### config.mk
export PLATFORM = sky130hd
export DESIGN_NAME = fp_add_sequencer
export DESIGN_NICKNAME = d
export VERILOG_FILES = /design/src/rtl/fp_add_pkg.sv /design/src/rtl/fp_lead_one_detect.sv /design/src/rtl/fp_add_sequencer.sv
export SDC_FILE = /design/constraint.sdc
export NUM_CORES = 1
export LEC_CHECK = 0
export ABC_AREA = 1
export ABC_CLOCK_PERIOD_IN_PS = 8820
export BUFFER_PORTS_ARGS = -buffer_cell sky130_fd_sc_hd__buf_2
export CAP_MARGIN = 20
export CORE_MARGIN = 4
export CORE_UTILIZATION = 30
export CTS_CLUSTER_DIAMETER = 60
export DETAILED_ROUTE_END_ITERATION = 10
export MAX_ROUTING_LAYER = met4
export PLACE_DENSITY = 0.55
export SLEW_MARGIN = 20
export SYNTH_ARGS = -nofsm -noshare
export SYNTH_HDL_FRONTEND = slang
export SYNTH_HIERARCHICAL = 1
export SYNTH_SLANG_ARGS = --single-unit
export TNS_END_PERCENT = 1
### constraint.sdc
create_clock -name clk_in -period 8.82 [get_ports clk_in]
set_clock_uncertainty 0.2 [all_clocks]
set_input_delay 1.764 -clock clk_in [delete_from_list [all_inputs] [get_ports clk_in]]
set_output_delay 1.764 -clock clk_in [all_outputs]
set_load 0.01 [all_outputs]
### src/rtl/fp_add_pkg.sv
// Shared types, constants and field helpers for the sequenced float adder.
package fp_add_pkg;

    typedef enum logic [2:0] {
        ST_IDLE,
        ST_CMP,
        ST_ALN,
        ST_ADD,
        ST_NRM,
        ST_DONE
    } state_t;

    localparam logic        HIDDEN_BIT = 1'b1;
    localparam logic [7:0]  EXP_MAX    = 8'hFF;
    localparam logic [31:0] QNAN       = 32'h7FC0_0000;

    function automatic logic f_sign(input logic [31:0] x);
        return x[31];
    endfunction

    function automatic logic [7:0] f_exp(input logic [31:0] x);
        return x[30:23];
    endfunction

    function automatic logic [22:0] f_mant(input logic [31:0] x);
        return x[22:0];
    endfunction

endpackage

### src/rtl/fp_lead_one_detect.sv
// Combinational leading-one position encoder for the 25-bit adder sum.
module fp_lead_one_detect (
    input  logic [24:0] vec_in,
    output logic [4:0]  pos_out
);

    // Scan upward so the highest set bit is the last one to win.
    always_comb begin
        pos_out = '0;
        for (int i = 0; i < 25; i++) begin
            if (vec_in[i]) pos_out = 5'(i);
        end
    end

endmodule

### src/rtl/fp_add_sequencer.sv
// Multi-cycle single-precision adder: compare, align, add, normalize, hand off.
//
// state | meaning
// IDLE  | ready for an operand pair
// CMP   | pick larger operand, register mantissas, exponent, shift, op
// ALN   | right-shift the smaller mantissa
// ADD   | add or subtract mantissas
// NRM   | normalize, detect special cases, pack result
// DONE  | hold result until the consumer takes it
module fp_add_sequencer
    import fp_add_pkg::*;
#(
    parameter int DATA_WIDTH = 32,
    parameter int MENT_WIDTH = 23,
    parameter int EXPO_WIDTH = 8,
    parameter int CNT_WIDTH  = 16
) (
    input  logic                  clk_in,
    input  logic                  rstn_in,
    input  logic                  in_valid_in,
    output logic                  in_ready_out,
    input  logic [DATA_WIDTH-1:0] floating1_in,
    input  logic [DATA_WIDTH-1:0] floating2_in,
    output logic                  out_valid_out,
    input  logic                  out_ready_in,
    output logic [DATA_WIDTH-1:0] result_out,
    output logic                  overflow_out,
    output logic                  invalid_out,
    output logic                  busy_out,
    output logic [CNT_WIDTH-1:0]  op_count_out
);

    state_t                  state_q, state_d;
    logic [DATA_WIDTH-1:0]   a_q, a_d, b_q, b_d;
    logic                    sign_q, sign_d, sub_q, sub_d;
    logic [EXPO_WIDTH-1:0]   exp_q, exp_d, shift_q, shift_d;
    logic [MENT_WIDTH:0]     mant_l_q, mant_l_d, mant_s_q, mant_s_d;
    logic [MENT_WIDTH+1:0]   sum_q, sum_d;
    logic [DATA_WIDTH-1:0]   res_q, res_d;
    logic                    ovf_q, ovf_d, inv_q, inv_d;
    logic [CNT_WIDTH-1:0]    cnt_q, cnt_d;

    logic [EXPO_WIDTH-1:0]   exp_a, exp_b;
    logic [MENT_WIDTH:0]     mant_a, mant_b;
    logic [EXPO_WIDTH:0]     exp_diff;
    logic                    a_big;
    logic                    op_inv;
    logic [4:0]              lod_pos, lz;
    logic [EXPO_WIDTH+1:0]   exp_ext;
    logic signed [EXPO_WIDTH+1:0] exp_n;
    logic [MENT_WIDTH-1:0]   mant_n;

    assign exp_a    = f_exp(a_q);
    assign exp_b    = f_exp(b_q);
    assign mant_a   = {(exp_a != '0) ? HIDDEN_BIT : 1'b0, f_mant(a_q)};
    assign mant_b   = {(exp_b != '0) ? HIDDEN_BIT : 1'b0, f_mant(b_q)};
    assign exp_diff = {1'b0, exp_a} - {1'b0, exp_b};
    // Equal exponents fall back to the mantissa; a full tie selects B.
    assign a_big    = !exp_diff[EXPO_WIDTH] && ((exp_diff != '0) || (mant_a > mant_b));
    assign op_inv   = (exp_a == EXP_MAX) || (exp_b == EXP_MAX);
    assign exp_ext  = {2'b00, exp_q};

    fp_lead_one_detect u_lod (
        .vec_in  (sum_q),
        .pos_out (lod_pos)
    );

    // Normalization of the registered sum: carry-out shifts right, otherwise left to the leading one.
    always_comb begin
        lz = 5'(MENT_WIDTH) - lod_pos;
        if (sum_q[MENT_WIDTH+1]) begin
            exp_n  = exp_ext + {{(EXPO_WIDTH+1){1'b0}}, 1'b1};
            mant_n = sum_q[MENT_WIDTH:1];
        end else begin
            exp_n  = exp_ext - {{(EXPO_WIDTH-3){1'b0}}, lz};
            mant_n = sum_q[MENT_WIDTH-1:0] << lz;
        end
    end

    // Next-state sequencing.
    always_comb begin
        state_d = state_q;
        case (state_q)
            ST_IDLE: if (in_valid_in) state_d = ST_CMP;
            ST_CMP:  state_d = ST_ALN;
            ST_ALN:  state_d = ST_ADD;
            ST_ADD:  state_d = ST_NRM;
            ST_NRM:  state_d = ST_DONE;
            ST_DONE: if (out_ready_in) state_d = ST_IDLE;
            default: state_d = ST_IDLE;
        endcase
    end

    // Stage datapath: each state loads only the registers it owns.
    always_comb begin
        a_d      = a_q;
        b_d      = b_q;
        sign_d   = sign_q;
        sub_d    = sub_q;
        exp_d    = exp_q;
        shift_d  = shift_q;
        mant_l_d = mant_l_q;
        mant_s_d = mant_s_q;
        sum_d    = sum_q;
        res_d    = res_q;
        ovf_d    = ovf_q;
        inv_d    = inv_q;
        cnt_d    = cnt_q;
        case (state_q)
            ST_IDLE: begin
                if (in_valid_in) begin
                    a_d = floating1_in;
                    b_d = floating2_in;
                end
            end
            ST_CMP: begin
                sign_d   = a_big ? f_sign(a_q) : f_sign(b_q);
                sub_d    = f_sign(a_q) ^ f_sign(b_q);
                exp_d    = a_big ? exp_a : exp_b;
                mant_l_d = a_big ? mant_a : mant_b;
                mant_s_d = a_big ? mant_b : mant_a;
                shift_d  = exp_diff[EXPO_WIDTH] ? (exp_b - exp_a) : exp_diff[EXPO_WIDTH-1:0];
            end
            ST_ALN: begin
                mant_s_d = (shift_q >= EXPO_WIDTH'(MENT_WIDTH + 1)) ? '0 : (mant_s_q >> shift_q);
            end
            ST_ADD: begin
                sum_d = sub_q ? ({1'b0, mant_l_q} - {1'b0, mant_s_q})
                              : ({1'b0, mant_l_q} + {1'b0, mant_s_q});
            end
            ST_NRM: begin
                ovf_d = 1'b0;
                inv_d = 1'b0;
                if (op_inv) begin
                    res_d = QNAN;
                    inv_d = 1'b1;
                end else if (sum_q == '0) begin
                    res_d = '0;
                end else if (exp_n >= $signed({2'b00, EXP_MAX})) begin
                    res_d = {sign_q, EXP_MAX, {MENT_WIDTH{1'b0}}};
                    ovf_d = 1'b1;
                end else if (exp_n[EXPO_WIDTH+1] || (exp_n == '0)) begin
                    res_d = {sign_q, {(DATA_WIDTH-1){1'b0}}};
                end else begin
                    res_d = {sign_q, exp_n[EXPO_WIDTH-1:0], mant_n};
                end
            end
            ST_DONE: begin
                if (out_ready_in) cnt_d = cnt_q + 1'b1;
            end
            default: ;
        endcase
    end

    // State and stage registers.
    always_ff @(posedge clk_in or negedge rstn_in) begin
        if (!rstn_in) begin
            state_q  <= ST_IDLE;
            a_q      <= '0;
            b_q      <= '0;
            sign_q   <= 1'b0;
            sub_q    <= 1'b0;
            exp_q    <= '0;
            shift_q  <= '0;
            mant_l_q <= '0;
            mant_s_q <= '0;
            sum_q    <= '0;
            res_q    <= '0;
            ovf_q    <= 1'b0;
            inv_q    <= 1'b0;
            cnt_q    <= '0;
        end else begin
            state_q  <= state_d;
            a_q      <= a_d;
            b_q      <= b_d;
            sign_q   <= sign_d;
            sub_q    <= sub_d;
            exp_q    <= exp_d;
            shift_q  <= shift_d;
            mant_l_q <= mant_l_d;
            mant_s_q <= mant_s_d;
            sum_q    <= sum_d;
            res_q    <= res_d;
            ovf_q    <= ovf_d;
            inv_q    <= inv_d;
            cnt_q    <= cnt_d;
        end
    end

    assign in_ready_out  = (state_q == ST_IDLE);
    assign busy_out      = (state_q != ST_IDLE);
    assign out_valid_out = (state_q == ST_DONE);
    assign result_out    = res_q;
    assign overflow_out  = ovf_q;
    assign invalid_out   = inv_q;
    assign op_count_out  = cnt_q;

endmodule

### Yosys cells after proc, flatten, opt, wreduce, memory -nomap -nowiden

Cells that the tools add are included.

* add/subtract/negate cells: 8
* $lt $le $gt $ge: 3
* eq/ne operators: 9
* shifts and indexed selects: 2
* muxes and demuxes: 47
* bitwise logic cells: 1
* reduce and logical (&&, ||, !) cells: 16

Operator list (count)
* $mux 24: 3
* $mux 32: 2
* $mux 31: 2
* $pmux 24 s2: 1
* $mux 5: 9
* $mux 4: 8
* $add 24x24->25: 1
* $logic_not 25->1: 1
* $mux 25: 1
* $sub 24x24->25: 1
* $gt 24x24->1: 1
* $shr 24x8->24: 1
* $mux 23: 1
* $shl 23x5->23: 1
* $mux 3: 6
* $pmux 3 s6: 1
* $add 16x1->16 const B: 1
* $eq 8x8->1 const B: 2
* $mux 8: 2
* $reduce_bool 8->1: 2
* $ge 10x9->1 const B: 1
* $logic_not 10->1: 1
* $mux 10: 1
* $add 8x1->9 const B: 1
* 21 further kinds: 35

* bits in registers: 208
* bits of input ports: 68
* output and inout bits: 53
* logic and storage cells: 100

### Depth between registers and ports, before layout

* depth after elaboration: 33
* depth in mapped cells: 44
* mapped depth without buffers: 42

### Cells and area by module

The synthesis kept the hierarchy.

By module, submodules not included
* fp_add_sequencer: instances 1, cells an instance 2107, area an instance 14787.9 um^2, seq. area each 5205.0 um^2
* fp_lead_one_detect: instances 1, cells an instance 74, area an instance 367.9 um^2, seq. area each 0.0 um^2

### Least setup slack after synthesis

No wires, ideal clock.

* path kind: reg-to-reg
* start point: register sum_q[2]
* end point: register res_q[11] (netlist: result_out[11])
* library setup time: 0.119 ns
* data arrival time: 3.616 ns
* data required time: 8.501 ns
* setup slack: 4.885 ns
* stages on the path, launching flop included: 40
* path buffers: 2
* clock period less this slack: 3.935 ns
* cells stage by stage: dfrtp_1 -> inv_1 -> nand2_1 -> nand2_1 -> nand2_1 -> nand2_1 -> nand2_1 -> nand2_1 -> nand2_1 -> nand2_1 -> nand2_1 -> nand2_1 -> nand2_1 -> nand2_1 -> nand2_1 -> nand2_1 -> nand2_1 -> nand2_1 -> (+4 left out) -> nand2_1 -> a21oi_2 -> buf_2 -> clkinv_1 -> ha_1 -> fa_1 -> nand2_1 -> o21ai_1 -> nand3_1 -> nor2_1 -> nand3_1 -> nor2_1 -> nand3_2 -> nor2_2 -> nor2_4 -> nand2_4 -> buf_6 -> o21ai_2

* longest elaborated chain between the ends: 32
* elaborated cells on any way between the ends: 36
* those cells by class: add/sub (2); order compare (1); shift (1); mux (29); reduce/logical (3)

RTL lines
* start: declaration: RTL line fp_add_sequencer.sv:38 `logic [MENT_WIDTH+1:0] sum_q, sum_d;`
* start signal: assignment: RTL line fp_add_sequencer.sv:182 `sum_q <= sum_d;`
* $mux 2 (*) (2 in a row): RTL line fp_lead_one_detect.sv:11 `if (vec_in[i]) pos_out = 5'(i);`
* $mux 3 (*) (4 in a row): RTL line fp_lead_one_detect.sv:11
* $mux 4 (*) (8 in a row): RTL line fp_lead_one_detect.sv:11
* $mux 5 (*) (9 in a row): RTL line fp_lead_one_detect.sv:11
* via lod_pos[0]: RTL line fp_add_sequencer.sv:48 `logic [4:0] lod_pos, lz;`
* $sub 5x5->5 (*): RTL line fp_add_sequencer.sv:70 `lz = 5'(MENT_WIDTH) - lod_pos;`
* branches (longest 5 deep; another with $ge 10x9->1)
* $mux 31 (*): RTL line fp_add_sequencer.sv:139 `end else if (exp_n >= $signed({2'b00, EXP_MAX})) begin`
* $mux 32 (*): RTL line fp_add_sequencer.sv:137 `end else if (sum_q == '0) begin`
* $mux 32 (*): RTL line fp_add_sequencer.sv:134 `if (op_inv) begin`
* end signal: assignment: RTL line fp_add_sequencer.sv:183 `res_q <= res_d;`
* end: declaration: RTL line fp_add_sequencer.sv:39 `logic [DATA_WIDTH-1:0] res_q, res_d;`

Mark *: on every way through the listed nets, which the timed path passes.
A chain may end at the register's enable or synchronous reset.

### Worst setup path after layout

* start point: register sum_q[2]
* end point: register res_q[5] (netlist: result_out[5])

The elaborated chain is that of the path after synthesis.

==> flow_summary_export.csv <==
group,metric,value,unit
detailed_routing,postRouteAntennaNets,0,
clock_tree,tritoncts,"built",
logic_synthesis,synth_enable_flop_cells,0,
logic_synthesis,seq_area_frac_synth,0.343,
finish,final_layout_size_suffix_gt1_frac,0.118,
critical_path,reg2reg_to,"result_out[5]",
logic_synthesis,synth_xor_xnor_area_share,0.0364,
clock_tree,cts_root_buffer,"sky130_fd_sc_hd__clkbuf_16",
floorplan,initial_cell_density_of_the_core,0.303,
logic_synthesis,synth_cell_types,59,
finish,ff_latch_area,0.00520,sq mm
floorplan,floorplan.core_area,0.0501,sq mm
hold_path,holdCritStartpoint,"op_count_out[15]",
detailed_routing,wl_per_cell,16.2,microns
finish,layout.cells.most_common_list,"sky130_fd_sc_hd__nand2_1, sky130_fd_sc_hd__a21oi_1, sky130_fd_sc_hd__inv_1",
floorplan,vertical_die_dimension,233,microns
critical_path,cp_max_stage_cell,"sky130_fd_sc_hd__fa_1",
logic_synthesis,muxShareOfSynthArea,0.00603,
critical_path,critical-path-max-stage-delay,480,ps
hold_path,worst_hold_path.endpoint,"op_count_out[15]",
logic_synthesis,post_synth.cell_area_avg,6.95,sq um
global_route,gr-usage-all-layers,0.178,
global_route,wire_length_of_the_first_global_routing_pass,75800,microns
logic_synthesis,synth-compound-area-share,0.187,
logic_synthesis,yosysWarnings,6,
detailed_routing,m1WireLength,22300,microns
logic_synthesis,ys_async_sr_fraction,1.00,
timing,max_clock_freq,214,MHz
hold_path,hold_path_depth,1,
critical_path,critical_path.most_common_cell,"sky130_fd_sc_hd__nand2_1",
logic_synthesis,synth_cells,2181,
logic_synthesis,dominant_combinational_cell_family_by_area_after_synthesis,"simple AND/OR/NAND/NOR gates",
finish,insertedDiodeCount,0,
critical_path,regToRegStartpoint,"sum_q[2]",
detailed_routing,detailedRoute.firstPassIterationCount,5,
detailed_routing,met3RoutedLength,2460,microns
detailed_routing,route.final.wire_length,47800,microns
clock_tree,insertion_delay,550,ps
critical_path,startpoint_type,"flip-flop",
timing,period_share,0.529,
timing,worst_slew_pin_slew,945,ps
finish,mostFrequentLayoutCell,"sky130_fd_sc_hd__nand2_1",
clock_tree,post_cts.repair.setup_buffers,0,
logic_synthesis,post_synth_fa_ha_maj_area_fraction,0.0631,
finish,finish.net_count,2393,
detailed_routing,highest_layer,"met4",
clock_tree,ctsHtreeMaxLevel,2,
logic_synthesis,syn-num-nets,2323,
placed_design,gp_congestion,0.942,
timing,period_minus_slack,4670,ps
critical_path,reg2reg_depth,40,
detailed_routing,avgViaCountPerCell,4.97,
timing,hold_violations,0,
critical_path,crit_fanout,37,
logic_synthesis,syn-cell-area,0.0152,sq mm
placed_design,io_buffers,120,
placed_design,hpwl,36200,microns
floorplan,ios,121,
critical_path,timing.critical_path.required,9050,ps
floorplan,die_width,233,microns
detailed_routing,via_count,14600,
critical_path,path_class,"reg -> reg",
finish,area_growth,15.3,%
logic_synthesis,postSynthRegisterBits,208,
timing,setup_total_negative_slack,0,ps
timing,slew-limit-headroom,0.369,
critical_path,r2r_setup_slack,4150,ps
timing,finalSetupViolations,0,
global_route,overflow,0,
clock_tree,clk_path_buf_depth,3,
finish,multi_input_area,0.00859,sq mm
detailed_routing,detailed_router_s_first_iteration_violation_count,961,
timing,slew_violations,0,
hold_path,min_path_type,"reg -> reg",
flow_run,drv_cap,0,
floorplan,std_cell_rows,82,
logic_synthesis,synth-main-ff-cell,"sky130_fd_sc_hd__dfrtp_1",
clock_tree,tritoncts_num_sinks,208,
detailed_routing,drc_violations_left,0,
timing,unrepaired_setup_endpoints_after_global_routing,"no",
run_status,run_status,"complete, no violations",
clock_tree,cts.reportedPaths.clkPinSlew,50,ps
clock_tree,cts-buffers-inserted,34,
logic_synthesis,synth_simple_gate_area_frac,0.273,
global_route,grt_start_max_net_pins,116,
clock_tree,postCtsResizedCells,0,
global_route,first_global_vias,13800,
global_route,antenna_violations_before_repair,0,
clock_tree,cts_hold_repair.buffers,0,
floorplan,die_area,0.0542,sq mm
critical_path,critPathArrivalTime,4900,ps
detailed_routing,wl_met2,21800,microns
critical_path,end_kind,"flip-flop",
finish,num-fill-cells,5468,
[final cells by class]
| type | count | share of cell area |
|---|---|---|
| well taps | 672 | 0.0481 |
| repair buffers | 134 | 0.0416 |
| clock buffers | 43 | 0.0529 |
| inverters | 233 | 0.0540 |
| flip-flops and latches | 208 | 0.298 |
| clock inverters | 17 | 0.0142 |
| multi-input cells | 1640 | 0.491 |
[sequential cells by signal, summed over array words and instances, names as in the netlist]
register / count
mant_l_q: 24
overflow_out: 1
result_out: 32
mant_s_q: 24
shift_q: 8
op_count_out: 16
sum_q: 25
exp_q: 8
sign_q: 1
b_q: 32
a_q: 32
invalid_out: 1
state_q: 3
sub_q: 1
[cells in the mapped netlist (5+ instances only)]
library cell,n,area (sq um)
sky130_fd_sc_hd__nor2_1,208,781
sky130_fd_sc_hd__xnor2_1,18,158
sky130_fd_sc_hd__nand4_1,18,113
sky130_fd_sc_hd__nand2_1,521,1960
sky130_fd_sc_hd__a31oi_1,15,93.8
sky130_fd_sc_hd__buf_1,9,33.8
sky130_fd_sc_hd__nand3b_1,7,52.6
sky130_fd_sc_hd__o21ai_0,205,1030
sky130_fd_sc_hd__nand2_2,22,138
sky130_fd_sc_hd__buf_2,18,90.1
sky130_fd_sc_hd__o21bai_1,5,37.5
sky130_fd_sc_hd__clkinv_1,5,18.8
sky130_fd_sc_hd__o211ai_1,19,143
sky130_fd_sc_hd__mux2i_1,8,80.1
sky130_fd_sc_hd__inv_1,214,803
sky130_fd_sc_hd__o21ai_1,10,50.1
sky130_fd_sc_hd__clkbuf_1,65,244
sky130_fd_sc_hd__inv_2,9,33.8
sky130_fd_sc_hd__xor2_1,45,394
sky130_fd_sc_hd__bufinv_8,5,87.6
sky130_fd_sc_hd__a21oi_1,236,1180
sky130_fd_sc_hd__o21ai_2,10,87.6
sky130_fd_sc_hd__nor4_1,15,93.8
sky130_fd_sc_hd__nand3_1,128,641
sky130_fd_sc_hd__dfrtp_1,208,5200
sky130_fd_sc_hd__or2_2,12,75.1
sky130_fd_sc_hd__nor3_1,16,80.1
sky130_fd_sc_hd__ha_1,70,876
[cells by family after synthesis]
logic type               after synthesis
buffers and inverters                333
AND/OR/NAND/NOR                      967
AO/OA/AOI/OAI                        527
adder cells (fa/ha/maj)               74
multiplexers                           9
flip-flops                           208
XOR/XNOR                              63
[through the flow]
step | hold slack (ps) | std cells | util | worst slack, ps | instance area (sq um)
6_report | 262 | 2947 | 0.349 | 4150 | 17500
5_1_grt | 291 | 2947 | 0.349 | 3500 | 17500
4_1_cts | 270 | 2947 | 0.349 | 4120 | 17500
3_5_place_dp | 259 | 2887 | 0.326 | 4120 | 16300
3_3_place_gp | 258 | 2887 | 0.326 | 4130 | 16300
2_1_floorplan | 256 | 2181 | - | 4890 | 15200
[worst max-delay path, delay by kind of cell, from the launching register on]
family	cells	cell delay, ps
compound gates	2	270
fa+ha+maj	2	780
buf+inv	3	690
flops	1	420
simple gates	33	2180
[metal layers]
layer  GRT usage  up-vias
met4      0.0551        0
met2       0.277      351
met5           -        -
met1       0.240     6894
met3      0.0247       77
li1            -     7312
[how the worst max path moves through the flow]
stage	depth (start not counted)	from	endpoint	slack, ps
2_1_floorplan	39	sum_q[2]	result_out[11]	4890
3_3_place_gp	43	sum_q[2]	result_out[28]	4130
6_report	40	sum_q[2]	result_out[5]	4150
3_5_place_dp	40	sum_q[2]	result_out[5]	4120
4_1_cts	40	sum_q[2]	result_out[20]	4120
5_1_grt	43	sum_q[2]	result_out[28]	3500
Power is left out: the tool's default activity adds up to more than one toggle a clock period on the data nets, which glitch-free logic cannot reach.
